$ cat src/rtl/trap_pkg.sv
// Shared definitions for trap arbitration: mcause values, mip/mie bit positions
// and the arbiter FSM encoding.
package trap_pkg;

    localparam logic [31:0] CAUSE_ILLEGAL = 32'd2;
    localparam logic [31:0] CAUSE_LFAULT  = 32'd5;
    localparam logic [31:0] CAUSE_SFAULT  = 32'd7;
    localparam logic [31:0] CAUSE_ECALL_M = 32'd11;
    localparam logic [31:0] CAUSE_MSI     = 32'h8000_0003;
    localparam logic [31:0] CAUSE_MTI     = 32'h8000_0007;
    localparam logic [31:0] CAUSE_MEI     = 32'h8000_000B;

    localparam int MSIP_BIT = 3;
    localparam int MTIP_BIT = 7;
    localparam int MEIP_BIT = 11;

    // Compact 3-bit interrupt vector ordering used between arbiter and encoder
    localparam int IRQ_SW    = 0;
    localparam int IRQ_TIMER = 1;
    localparam int IRQ_EXT   = 2;

    localparam logic [1:0] ST_IDLE    = 2'd0;
    localparam logic [1:0] ST_REQ     = 2'd1;
    localparam logic [1:0] ST_HANDLER = 2'd2;

endpackage

$ cat src/rtl/trap_prio_enc.sv
// Fixed-priority trap encoder: synchronous exceptions first, then MEI > MSI > MTI.
// Purely combinational so the debug unit can reuse it.
module trap_prio_enc
    import trap_pkg::*;
#(
    parameter int XLEN = 32
) (
    input  logic            illegal_inst,
    input  logic            ecall_m,
    input  logic            l_access_fault,
    input  logic            s_access_fault,
    input  logic [2:0]      irq_act,
    output logic            any,
    output logic [XLEN-1:0] cause
);

    always_comb begin
        any   = 1'b1;
        cause = '0;
        if (illegal_inst)            cause = XLEN'(CAUSE_ILLEGAL);
        else if (ecall_m)            cause = XLEN'(CAUSE_ECALL_M);
        else if (l_access_fault)     cause = XLEN'(CAUSE_LFAULT);
        else if (s_access_fault)     cause = XLEN'(CAUSE_SFAULT);
        else if (irq_act[IRQ_EXT])   cause = XLEN'(CAUSE_MEI);
        else if (irq_act[IRQ_SW])    cause = XLEN'(CAUSE_MSI);
        else if (irq_act[IRQ_TIMER]) cause = XLEN'(CAUSE_MTI);
        else                         any   = 1'b0;
    end

endmodule

$ cat src/rtl/trap_arbiter.sv
// Merges WB exceptions and machine interrupts into one latched trap request,
// owns mip/mie, and tracks the in-handler window until mret.
module trap_arbiter
    import trap_pkg::*;
#(
    parameter int XLEN     = 32,
    parameter bit EXT_EDGE = 1'b1
) (
    input  logic            clk,
    input  logic            rst,
    input  logic            irq_sw,
    input  logic            irq_timer,
    input  logic            irq_ext,
    input  logic            illegal_inst,
    input  logic            ecall_m,
    input  logic            l_access_fault,
    input  logic            s_access_fault,
    input  logic            mstatus_mie,
    input  logic            mie_we,
    input  logic [XLEN-1:0] mie_wdata,
    input  logic            mret,
    output logic            trap_valid,
    input  logic            trap_ready,
    output logic [XLEN-1:0] trap_cause,
    output logic            hold_pipe,
    output logic            in_handler,
    output logic [XLEN-1:0] mip_out,
    output logic [XLEN-1:0] mie_out
);

    logic [1:0]      state_q, state_d;
    logic [XLEN-1:0] cause_q, cause_d;
    logic            msip_q, msip_d;
    logic            mtip_q, mtip_d;
    logic            meip_q, meip_d;
    logic            ext_prev_q, ext_prev_d;
    logic [2:0]      mie_q, mie_d;

    logic            enc_any;
    logic [XLEN-1:0] enc_cause;
    logic [2:0]      irq_act;
    logic            handshake;
    logic            unused_wdata;

    assign unused_wdata = ^mie_wdata;
    assign handshake    = (state_q == ST_REQ) && trap_ready;

    // Interrupts only compete from IDLE; in HANDLER only exceptions may nest.
    assign irq_act = (state_q == ST_IDLE)
                   ? ({meip_q, mtip_q, msip_q} & mie_q & {3{mstatus_mie}})
                   : 3'b000;

    trap_prio_enc #(.XLEN(XLEN)) u_prio_enc (
        .illegal_inst   (illegal_inst),
        .ecall_m        (ecall_m),
        .l_access_fault (l_access_fault),
        .s_access_fault (s_access_fault),
        .irq_act        (irq_act),
        .any            (enc_any),
        .cause          (enc_cause)
    );

    always_comb begin
        msip_d     = irq_sw;
        mtip_d     = irq_timer;
        ext_prev_d = irq_ext;
        if (EXT_EDGE) begin
            // A new rising edge in the same cycle as the clearing handshake keeps MEIP set
            meip_d = (irq_ext && !ext_prev_q)
                   || (meip_q && !(handshake && cause_q == XLEN'(CAUSE_MEI)));
        end else begin
            meip_d = irq_ext;
        end
        mie_d = mie_we ? {mie_wdata[MEIP_BIT], mie_wdata[MTIP_BIT], mie_wdata[MSIP_BIT]}
                       : mie_q;
    end

    always_comb begin
        state_d = state_q;
        cause_d = cause_q;
        case (state_q)
            ST_IDLE: begin
                if (enc_any) begin
                    state_d = ST_REQ;
                    cause_d = enc_cause;
                end
            end
            ST_REQ: begin
                if (trap_ready) state_d = ST_HANDLER;
            end
            ST_HANDLER: begin
                if (enc_any) begin
                    state_d = ST_REQ;
                    cause_d = enc_cause;
                end else if (mret) begin
                    state_d = ST_IDLE;
                end
            end
            default: state_d = ST_IDLE;
        endcase
    end

    always_ff @(posedge clk) begin
        if (rst) begin
            state_q    <= ST_IDLE;
            cause_q    <= '0;
            msip_q     <= 1'b0;
            mtip_q     <= 1'b0;
            meip_q     <= 1'b0;
            ext_prev_q <= 1'b0;
            mie_q      <= 3'b000;
        end else begin
            state_q    <= state_d;
            cause_q    <= cause_d;
            msip_q     <= msip_d;
            mtip_q     <= mtip_d;
            meip_q     <= meip_d;
            ext_prev_q <= ext_prev_d;
            mie_q      <= mie_d;
        end
    end

    assign trap_valid = (state_q == ST_REQ);
    assign hold_pipe  = (state_q == ST_REQ);
    assign in_handler = (state_q == ST_HANDLER);
    assign trap_cause = cause_q;

    always_comb begin
        mip_out           = '0;
        mip_out[MSIP_BIT] = msip_q;
        mip_out[MTIP_BIT] = mtip_q;
        mip_out[MEIP_BIT] = meip_q;
        mie_out           = '0;
        mie_out[MSIP_BIT] = mie_q[IRQ_SW];
        mie_out[MTIP_BIT] = mie_q[IRQ_TIMER];
        mie_out[MEIP_BIT] = mie_q[IRQ_EXT];
    end

endmodule

$ cat config.mk
export PLATFORM = sky130hd
export DESIGN_NAME = trap_arbiter
export DESIGN_NICKNAME = d
export VERILOG_FILES = /design/src/rtl/trap_pkg.sv /design/src/rtl/trap_prio_enc.sv /design/src/rtl/trap_arbiter.sv
export SDC_FILE = /design/constraint.sdc
export NUM_CORES = 1
export LEC_CHECK = 0
export CAP_MARGIN = 20
export CORE_MARGIN = 1
export CORE_UTILIZATION = 26
export DETAILED_ROUTE_END_ITERATION = 6
export PLACE_DENSITY_LB_ADDON = 0.05
export SETUP_SLACK_MARGIN = 0.05
export SLEW_MARGIN = 40
export SYNTH_ARGS = -nofsm -noshare
export SYNTH_HDL_FRONTEND = slang
export SYNTH_SLANG_ARGS = --single-unit
$ cat constraint.sdc
create_clock -name clk -period 1.4 [get_ports clk]
set_clock_uncertainty 0.1 [all_clocks]
set_input_delay 0.14 -clock clk [delete_from_list [all_inputs] [get_ports clk]]
set_output_delay 0.14 -clock clk [all_outputs]
set_load 0.05 [all_outputs]
# Word level (Yosys, flattened, before mapping)
# Cells that the tools add are included.
# classes
addsub,0
n_mul,0
n_div,0
n_lt_le_gt_ge,0
n_eq_ne,6
n_shift,0
mux,20
n_bitwise,2
reduce_logical,11
# ops
cell,count
$mux W32,7
$eq A32 B32 Y1 const B,1
$mux W2,4
$mux W1,7
$and A3 B3 Y3,2
$pmux W2 S3,1
$logic_and A1 B1 Y1,4
$ne A2 B2 Y1 const B,2
$mux W3,1
$ne A3 B2 Y1 const B,1
$reduce_and A3 Y1,1
$eq A2 B1 Y1 const B,1
$eq A2 B2 Y1 const B,1
$logic_not A1 Y1,2
$logic_not A2 Y1,1
$reduce_and A2 Y1,1
$reduce_or A2 Y1,1
$logic_or A1 B1 Y1,1
# totals
reg_bits,41
latch_bits,0
ram_bits,0
mem_bits_ro,0
input_bits,45
output_inout_bits,99
word_cells,46
mem_count,0

# Longest topological paths before layout
# Gate-level depths: netlist (run 1).
# depth
depth_word,12
mapped_depth,5
mapped_depth_nobuf,4

# By module
# Synthesis (run 1) repeated with hierarchy kept, for this count alone.
# hier_totals
cells_unflattened,290
hier_area_um2,2339.7
# modules_own_cells
module,instances,cells_each,area_per_inst_um2
trap_arbiter,1,249,2053.2
trap_prio_enc,1,41,286.5

# Worst setup path before layout (run 1)
# OpenSTA, ideal clock, no wires.
# synth_path
path_type,register to register
startpoint,register mie_q[2]
endpoint,register cause_q[1] (netlist: trap_cause[1])
setup_time_ps,86
arrival_time_ps,1407
path_slack_ps,-193
path_stages_with_launch,5
path_buffers,0
synth_period_minus_slack_ps,1593
path_cell_list,dfxtp_1 > a22oi_1 > a21oi_4 > nor3_1 > a211oi_1
# synth_between
elab_chain_len,9
# synth_rtl
element,line_no,rtl
"start, declared",trap_arbiter.sv:37,"logic [2:0] mie_q, mie_d;"
"start signal, assigned",trap_arbiter.sv:119,mie_q <= mie_d;
$and A3 B3 Y3 (*) (2 in series),trap_arbiter.sv:50,"? ({meip_q, mtip_q, msip_q} & mie_q & {3{mstatus_mie}})"
$mux W3 (*),trap_arbiter.sv:50,
$mux W1,trap_prio_enc.sv:24,else if (irq_act[IRQ_EXT]) cause = XLEN'(CAUSE_MEI);
$mux W1,trap_prio_enc.sv:23,else if (s_access_fault) cause = XLEN'(CAUSE_SFAULT);
$mux W1,trap_prio_enc.sv:22,else if (l_access_fault) cause = XLEN'(CAUSE_LFAULT);
$mux W1,trap_prio_enc.sv:21,else if (ecall_m) cause = XLEN'(CAUSE_ECALL_M);
$mux W1,trap_prio_enc.sv:20,if (illegal_inst) cause = XLEN'(CAUSE_ILLEGAL);
$reduce_and A2 Y1 (no source line),n/a,
"end signal, assigned",trap_arbiter.sv:114,cause_q <= cause_d;
"end, declared",trap_arbiter.sv:32,"logic [XLEN-1:0] cause_q, cause_d;"
# Mark *: on every way between the ends. The rest lies on a longest branch, timed or not.
# A chain may end at the register's enable or synchronous reset.

# Final worst setup path (run 1)
# layout_path
startpoint,register state_q[0]
endpoint,output trap_valid
# layout_between
elab_chain_len,1
# layout_rtl
element,line_no,rtl
"start, declared",trap_arbiter.sv:31,"logic [1:0] state_q, state_d;"
"start signal, assigned",trap_arbiter.sv:113,state_q <= state_d;
$eq A2 B1 Y1,trap_arbiter.sv:123,assign trap_valid = (state_q == ST_REQ);
"end, declared",trap_arbiter.sv:22,"output logic trap_valid,"
# Every way passes these cells.

==> flow_summary.json, run 1 <==
{
  "grt_pass1_vias": 730,
  "async_reset_ff_share_pct": 0,
  "fin_crit_sh_pct": 102,
  "cts_num_sinks": 14,
  "cp_slowest_cell": "dfxtp_2",
  "crit_path_end_kind": "output port",
  "post-synth-top-area-cell": "buf_4",
  "drv_slew": 0,
  "status": "complete, but fails checks",
  "fin_cells": 271,
  "post_route_cells_drive_above_1_share_pct": 25.0,
  "endpoint": "trap_valid",
  "yosysMostFrequentCell": "buf_4",
  "p_total_uw": 1760,
  "worstPathCellList": "buf_6, buf_6, and2b_2, buf_12",
  "synth_top_cells_by_count": "90 x buf_4, 14 x dfxtp_1, 6 x a21oi_1, 6 x nor2_1, 5 x nor3_1",
  "antenna_found_initial": 0,
  "period_needed_ns": 1.43,
  "dieArea_um2": 5410,
  "hold_violations": 0,
  "multiInputGateArea_um2": 698,
  "cts.reportedPaths.clkPinSlew_ns": 0.06,
  "synth_top_cell_area_share_pct": 50.8,
  "p_leak_uw": 0.000819,
  "initial_utilization_pct": 27.6,
  "setup_slack_ns": -0.0315,
  "gp_congestion": 0.759,
  "nFillCells": 529,
  "portBuffers": 29,
  "place_inst": 266,
  "synth-seq-area-share_pct": 21.1,
  "drt_wl_total_um": 2430,
  "ir_drop_uv": 281,
  "grt_use_total_pct": 8.38,
  "yosys_warnings": 0,
  "timing.rr.end": "trap_cause[1]$_SDFFE_PP0P_",
  "clk_path_buf_depth": 2,
  "violations": "setup timing",
  "path_buf_inv": 3,
  "cp_slowest_stage_delay_ns": 0.33,
  "power.density_nw_per_um2": 1040,
  "worstReg2RegStart": "state_q[0]$_SDFFE_PP0P_",
  "clock_latency_ns": 0.25,
  "syn_area_um2": 1330,
  "grt_pass1_wl_um": 3360,
  "fin_util_pct": 35.2,
  "worstSetupPathType": "reg2out",
  "dp_slack_ns": -0.386,
  "ctsRootBufferMaster": "clkbuf_8",
  "ys.flop_type": "dfxtp_1",
  "pwr-share-clk_pct": 23.1,
  "synthCells": 162,
  "rsz0062_at_grt": "true",
  "cts_buffers": 3,
  "crit_path_max_fanout": 7,
  "die_height_um": 73.5,
  "ant_nets": 0,
  "grt_max_degree": 9,
  "fmax_ghz": 0.699,
  "hpwl_um": 2070,
  "syn_area_per_cell_um2": 8.21,
  "coreArea_um2": 4820,
  "dr.pass1.iters": 4,
  "setup_viol": 3,
  "vias": 915,
  "crit_start": "state_q[0]$_SDFFE_PP0P_",
  "grt.overflow.total": 0,
  "num_rows": 25,
  "internal_power_uw": 888,
  "die_w_um": 73.5,
  "post_drt_wl_per_cell_um": 8.96,
  "rrSetupSlack_ns": -0.02,
  "cp_num_cells": 4,
  "cts_hold_buffers": 0,
  "cts_tree": "yes",
  "synth_edf_count": 0,
  "areaGrowthSynthToFinish_pct": 27.5,
  "via_per_inst": 3.38,
  "yosysUniqueCellTypes": 32,
  "drv_cap": 0,
  "layout.nets": 250,
  "pin_count": 144,
  "cts_max_level": 1,
  "register_area_um2": 287,
  "min-delay-path-class": "in2reg",
  "drtIter0Drc": 28,
  "synth_seq_cells": 14,
  "crit_family": "buffers and inverters",
  "worstPathArrival_ns": 1.19,
  "cpMostUsedCell": "buf_6",
  "num_antenna_cells": 0,
  "whs_ns": 0.340,
  "netSwitchingFraction_pct": 49.5,
  "start_kind": "flop",
  "required_ns": 1.16,
  "synthTopCellsByArea": "buf_4 51%, dfxtp_1 21%, a21oi_1 2.3%, mux2i_1 2.3%, nor2b_1 1.9%",
  "drc": 0,
  "pwr-share-comb_pct": 51.2,
  "p_switching_uw": 869,
  "power_frac_seq_pct": 25.7,
  "reg2reg_depth": 4
}
power by group through the flow:
stage | logic, uW | registers (uW) | clock network (uW)
finish | 899 | 452 | 405
detailed placement | 884 | 460 | 0
global placement | 884 | 461 | 0
floorplan | 823 | 497 | 0
global route | 937 | 455 | 434
CTS | 891 | 453 | 421
worst min path at each step:
stage / slack, ns / to / cells past startpoint / start
finish: 0.34 / msip_q$_SDFF_PP0_ / 2 / irq_sw
global placement: 0.39 / meip_q$_SDFF_PP0_ / 2 / ext_prev_q$_SDFF_PP0_
floorplan: 0.11 / ext_prev_q$_SDFF_PP0_ / 1 / rst
global route: 0.35 / msip_q$_SDFF_PP0_ / 2 / irq_sw
CTS: 0.33 / msip_q$_SDFF_PP0_ / 2 / irq_sw
detailed placement: 0.39 / meip_q$_SDFF_PP0_ / 2 / ext_prev_q$_SDFF_PP0_
worst register-to-register path, stage by stage, from the launching register on:
cell,delay [ns]
dfxtp_2,0.33
or3b_4,0.42
a21oi_4,0.22
nor3_1,0.08
a211oi_1,0.18
logic make-up after synthesis:
| group | after synthesis | share of synthesized area (%) |
|---|---|---|
| other cells | 1 | 0.282 |
| buf+inv | 94 | 52.5 |
| simple gates | 30 | 12.4 |
| flops | 14 | 21.1 |
| compound gates | 20 | 11.5 |
| mux | 3 | 2.26 |
registers in the layout, summed over array words and instances (netlist names):
| signal | cells |
|---|---|
| mie_q | 3 |
| meip_q | 1 |
| trap_cause | 5 |
| ext_prev_q | 1 |
| msip_q | 1 |
| mtip_q | 1 |
| state_q | 2 |
through the flow:
step | TNS, ns | cell area, um2
3_3_place_gp | -2.13 | 1600
5_1_grt | -0.505 | 1700
4_1_cts | -0.117 | 1680
6_report | -0.0782 | 1700
3_5_place_dp | -2.33 | 1600
2_1_floorplan | -0.0359 | 1660
repair_timing:
action / 4_1_cts / 5_1_grt
setup endpoints to repair: 10 / 10
pin swaps: 4 / 2
gates resized for setup: 5 / 5
setup buffers: 1 / 0
routing by layer:
metal	part of all wire (%)	wire length, um	global-route usage, %
met5	0	0	0
met3	7.6	184	1.65
met1	38	928	9.28
met2	52	1270	14.7
met4	1.7	42	5.13
final cells by class:
class                           count  area share, %
Timing Repair Buffer               46           33.3
Clock buffer                        4           3.25
Tap cell                           67           4.94
Sequential cell                    14           16.9
Inverter                            2          0.443
Multi-Input combinational cell    138           41.2
cells in the final DEF, fill, tap and decap left out, types with 3 or more instances in the layout:
cell             instances
clkbuf_8                 4
nor3_1                   4
clkdlybuf4s50_1         14
nand3_1                  3
buf_12                  14
nor2b_1                  3
mux2i_1                  3
dfxtp_2                  5
buf_4                   15
dfxtp_1                  9
a21oi_1                  5
nand2_1                  3
conb_1                  85
nor2_1                   6
Power figures use the tool's default switching activity.
==> inputs of run 2 (changes only) <==
--- a/config.mk
+++ b/config.mk
@@ -6,6 +6,7 @@
 export NUM_CORES = 1
 export LEC_CHECK = 0
 export CAP_MARGIN = 20
+export CORE_ASPECT_RATIO = 2
 export CORE_MARGIN = 1
 export CORE_UTILIZATION = 26
 export DETAILED_ROUTE_END_ITERATION = 6
==> flow_summary.json, run 2 (synthesis gave the netlist of run 1 again) <==
{
  "cts.reportedPaths.clkPinSlew_ns": 0.06,
  "dr.pass1.iters": 3,
  "endpoint": "trap_cause[2]$_SDFFE_PP0P_",
  "p_switching_uw": 861,
  "setup_slack_ns": -0.00254,
  "clk_path_buf_depth": 2,
  "crit_path_max_fanout": 6,
  "largest_reg_flops": 5,
  "vias": 954,
  "coreArea_um2": 4910,
  "cts_hold_buffers": 0,
  "crit_start": "state_q[1]$_SDFFE_PP0P_",
  "grt_pass1_vias": 820,
  "pwr-share-comb_pct": 54.2,
  "power_frac_seq_pct": 26.5,
  "grt.overflow.total": 0,
  "reg2reg_depth": 4,
  "clock_latency_ns": 0.24,
  "layout.nets": 253,
  "drv_slew": 0,
  "violations": "setup timing",
  "crit_path_end_kind": "flop",
  "drt_wl_total_um": 2750,
  "initial_utilization_pct": 27.1,
  "via_per_inst": 3.63,
  "grt_pass1_wl_um": 3770,
  "ir_drop_uv": 452,
  "cts_tree": "yes",
  "fin_cells": 263,
  "worstSetupPathType": "reg2reg",
  "num_rows": 36,
  "dieArea_um2": 5420,
  "pin_count": 144,
  "final_cell_mix": "85 x conb_1, 19 x buf_4, 15 x buf_12, 14 x clkdlybuf4s50_1, 10 x dfxtp_1",
  "internal_power_uw": 837,
  "drc": 0,
  "worstPathArrival_ns": 1.48,
  "grt_use_total_pct": 9.64,
  "netSwitchingFraction_pct": 50.7,
  "antenna_found_initial": 0,
  "cts_max_level": 1,
  "portBuffers": 29,
  "areaGrowthSynthToFinish_pct": 30.2,
  "path_buf_inv": 0,
  "rrSetupSlack_ns": -0.003,
  "start_kind": "flop",
  "fin_crit_sh_pct": 100,
  "ctsRootBufferMaster": "clkbuf_8",
  "gp_congestion": 0.710,
  "setup_viol": 1,
  "rsz0062_at_grt": "true",
  "drtIter0Drc": 8,
  "power.density_nw_per_um2": 980,
  "final_common_cell": "conb_1",
  "cp_slowest_cell": "or3b_4",
  "min-delay-path-class": "in2reg",
  "drv_cap": 0,
  "worstReg2RegStart": "state_q[1]$_SDFFE_PP0P_",
  "cp_num_cells": 4,
  "cp_slowest_stage_delay_ns": 0.42,
  "post_drt_wl_per_cell_um": 10.5,
  "whs_path_depth": 2,
  "pwr-share-clk_pct": 19.3,
  "fmax_ghz": 0.713,
  "place_inst": 259,
  "cts_buffers": 3,
  "hpwl_um": 2260,
  "num_antenna_cells": 0,
  "post_route_cells_drive_above_1_share_pct": 27.7,
  "p_leak_uw": 0.000839,
  "required_ns": 1.48,
  "cts_num_sinks": 14,
  "die_w_um": 52.6,
  "ant_nets": 0,
  "worstPathCellList": "or3b_4, a21oi_4, o221ai_2, a21oi_2",
  "period_needed_ns": 1.40,
  "timing.rr.end": "trap_cause[2]$_SDFFE_PP0P_",
  "grt_max_degree": 15,
  "hold_violations": 0,
  "die_height_um": 103,
  "status": "complete, but fails checks",
  "whs_ns": 0.354,
  "crit_family": "compound AO/OA/AOI/OAI gates"
}
run 2: cell count changes in the layout (fill, tap and decap cells not counted), sizes merged:
cell    change
buf         +3
clkbuf      -1
run 2: power by group through the flow:
stage          Clock [uW]  Combinational (uW)  Sequential (uW)
6_report              327                 921              450
5_1_grt               351                 957              453
4_1_cts               339                 911              450
3_5_place_dp            0                 897              459
3_3_place_gp            0                 897              459
2_1_floorplan           0                 823              497
run 2: cell type report:
| type | count | area (um2) |
|---|---|---|
| Clock buffer | 3 | 41.3 |
| Tap cell | 57 | 71.3 |
| Inverter | 2 | 7.51 |
| Fill cell | 537 | 3180 |
| Multi-Input combinational cell | 138 | 734 |
| Sequential cell | 14 | 285 |
| Timing Repair Buffer | 49 | 592 |
run 2: worst min path at each step:
stage,start,endpoint
after global routing,irq_sw,msip_q$_SDFF_PP0_
after CTS,irq_sw,msip_q$_SDFF_PP0_
after global placement,ext_prev_q$_SDFF_PP0_,meip_q$_SDFF_PP0_
after detailed placement,ext_prev_q$_SDFF_PP0_,meip_q$_SDFF_PP0_
final,irq_sw,msip_q$_SDFF_PP0_
after floorplan,rst,ext_prev_q$_SDFF_PP0_
run 2: stage by stage:
step,utilization (%),cell area (um2),setup TNS (ns),setup WS [ns],total power (uW)
floorplan,-,1660,-0.0359,-0.0128,1320
global placement,33.1,1630,-1.90,-0.287,1360
detailed placement,33.1,1630,-1.96,-0.317,1360
CTS,34.9,1710,-0.0464,-0.0464,1700
global route,35.3,1730,-0.227,-0.0494,1760
finish,35.3,1730,-0.00254,-0.00254,1700
run 2: layer usage:
layer | wire length (um) | global-route usage, % | up-vias | share of wire, %
li1 | - | - | 449 | -
met1 | 823 | 8.15 | 434 | 30
met2 | 1710 | 19.8 | 67 | 62
met3 | 166 | 0.737 | 4 | 6.0
met4 | 55 | 6.07 | 0 | 2.0
met5 | 0 | 0 | - | 0
run 2: timing repair:
action                                  4_1_cts  5_1_grt
pin swaps                                     7        3
setup buffers                                 1        0
resized for setup                            10        4
endpoints found under the setup margin       11        9
==> inputs of run 3 (changes only) <==
--- a/config.mk
+++ b/config.mk
@@ -6,9 +6,11 @@
 export NUM_CORES = 1
 export LEC_CHECK = 0
 export CAP_MARGIN = 20
+export CELL_PAD_IN_SITES_DETAIL_PLACEMENT = 0
+export CELL_PAD_IN_SITES_GLOBAL_PLACEMENT = 1
 export CORE_ASPECT_RATIO = 2
 export CORE_MARGIN = 1
-export CORE_UTILIZATION = 26
+export CORE_UTILIZATION = 16
 export DETAILED_ROUTE_END_ITERATION = 6
 export PLACE_DENSITY_LB_ADDON = 0.05
 export SETUP_SLACK_MARGIN = 0.05
==> flow_summary.json, run 3 (synthesis gave the netlist of run 1 again) <==
{
  "gp_congestion": 0.732,
  "netSwitchingFraction_pct": 46.2,
  "period_needed_ns": 1.53,
  "drv_slew": 0,
  "dieArea_um2": 8700,
  "portBuffers": 29,
  "dr.pass1.iters": 4,
  "pin_count": 144,
  "initial_utilization_pct": 16.6,
  "largest_reg_flops": 5,
  "hold_violations": 0,
  "die_height_um": 131,
  "areaGrowthSynthToFinish_pct": 40.0,
  "drt_wl_total_um": 3280,
  "cp_slowest_cell": "or3b_4",
  "grt_use_met2_pct": 15.9,
  "worstPathArrival_ns": 1.60,
  "grt_pass1_vias": 929,
  "nFillCells": 894,
  "via_per_inst": 3.21,
  "crit_family": "compound AO/OA/AOI/OAI gates",
  "worstPathCellList": "or3b_4, buf_4, a211oi_2, o221ai_1, a21oi_1",
  "final_common_cell": "conb_1",
  "final_cell_mix": "85 x conb_1, 23 x buf_4, 15 x buf_12, 14 x clkdlybuf4s50_1, 9 x dfxtp_1",
  "pwr-share-clk_pct": 27.9,
  "grt.overflow.total": 0,
  "worstSetupPathType": "reg2reg",
  "crit_path_max_fanout": 5,
  "post_drt_wl_per_cell_um": 10.6,
  "clock_latency_ns": 0.24,
  "grt_pass1_wl_um": 4740,
  "busiest_layer": "met2",
  "path_buf_inv": 1,
  "crit_path_end_kind": "flop",
  "p_switching_uw": 894,
  "p_leak_uw": 0.000892,
  "place_inst": 302,
  "status": "complete, but fails checks",
  "tns_ns": -0.552,
  "clk_path_buf_depth": 2,
  "met1_usage_pct": 6.27,
  "drtIter0Drc": 9,
  "rrSetupSlack_ns": -0.13,
  "cts_hold_buffers": 0,
  "grt_use_total_pct": 7.63,
  "coreArea_um2": 8000,
  "rsz0062_at_grt": "true",
  "fmax_ghz": 0.653,
  "internal_power_uw": 1040,
  "pwr-share-comb_pct": 49.0,
  "power_frac_seq_pct": 23.1,
  "ant_nets": 0,
  "cts_tree": "yes",
  "cts_buffers": 3,
  "num_rows": 46,
  "register_area_um2": 289,
  "multiInputGateArea_um2": 703,
  "power.density_nw_per_um2": 1040,
  "ctsRootBufferMaster": "clkbuf_16",
  "cp_slowest_stage_delay_ns": 0.41,
  "hpwl_um": 2810,
  "antenna_found_initial": 0,
  "required_ns": 1.47,
  "die_w_um": 66.5,
  "drc": 0,
  "min-delay-path-class": "in2reg",
  "cts.reportedPaths.clkPinSlew_ns": 0.05,
  "grtUsageMet3_pct": 1.13,
  "setup_viol": 9,
  "setup_slack_ns": -0.132,
  "post_route_cells_drive_above_1_share_pct": 28.5,
  "grt_max_degree": 15,
  "drv_cap": 0,
  "start_kind": "flop",
  "ir_drop_uv": 315,
  "num_antenna_cells": 0,
  "vias": 994,
  "cts_num_sinks": 14,
  "violations": "setup timing",
  "cts_max_level": 1,
  "layout.nets": 261,
  "fin_crit_sh_pct": 109,
  "fin_cells": 310
}
-- run 3: cell types whose count changed in the layout (fill, tap and decap cells not counted), sizes merged --
cell	before	now
buf	34	42
-- run 3: repair_timing --
item,CTS,global route
gates resized for setup,10,4
pin swaps,4,2
buffers inserted,3,2
gates cloned,0,0
setup endpoints to repair,11,11
-- run 3: final cells by class --
class,count,share of cell area [%]
Sequential cell,14,15.5
Timing Repair Buffer,57,35.8
Multi-Input combinational cell,138,37.8
Tap cell,96,6.45
Inverter,2,0.403
Clock buffer,3,4.03
-- run 3: through the flow --
step           setup WS, ns  instance area (um2)  util [%]  total power, uW  hold slack, ns
3_3_place_gp         -0.330                 1710      21.3             1380           0.384
2_1_floorplan       -0.0128                 1660         -             1320           0.112
5_1_grt              -0.178                 1860      23.3             2030           0.375
6_report             -0.132                 1860      23.3             1930           0.361
3_5_place_dp         -0.391                 1710      21.3             1380           0.387
4_1_cts             -0.0980                 1830      22.9             1950           0.360
-- run 3: metal layers --
metal  vias to the layer above  wire length [um]
met5                         -                 0
met2                        80              2060
met4                         0                70
met1                       447               915
li1                        463                 -
met3                         4               231
-- run 3: path summary, 6_finish.rpt --
| kind | to | startpoint | depth (start not counted) |
|---|---|---|---|
| worst max-delay path | trap_cause[2]$_SDFFE_PP0P_ | state_q[0]$_SDFFE_PP0P_ | 5 |
| worst max register to register | trap_cause[2]$_SDFFE_PP0P_ | state_q[0]$_SDFFE_PP0P_ | 5 |
| worst min-delay path | mtip_q$_SDFF_PP0_ | irq_timer | 2 |
| worst min register to register | meip_q$_SDFF_PP0_ | ext_prev_q$_SDFF_PP0_ | 2 |
-- run 3: power groups by stage --
stage | registers, uW | clock network [uW] | logic, uW
6_report | 447 | 539 | 948
5_1_grt | 451 | 585 | 990
4_1_cts | 448 | 564 | 938
3_5_place_dp | 455 | 0 | 923
3_3_place_gp | 456 | 0 | 923
2_1_floorplan | 497 | 0 | 823
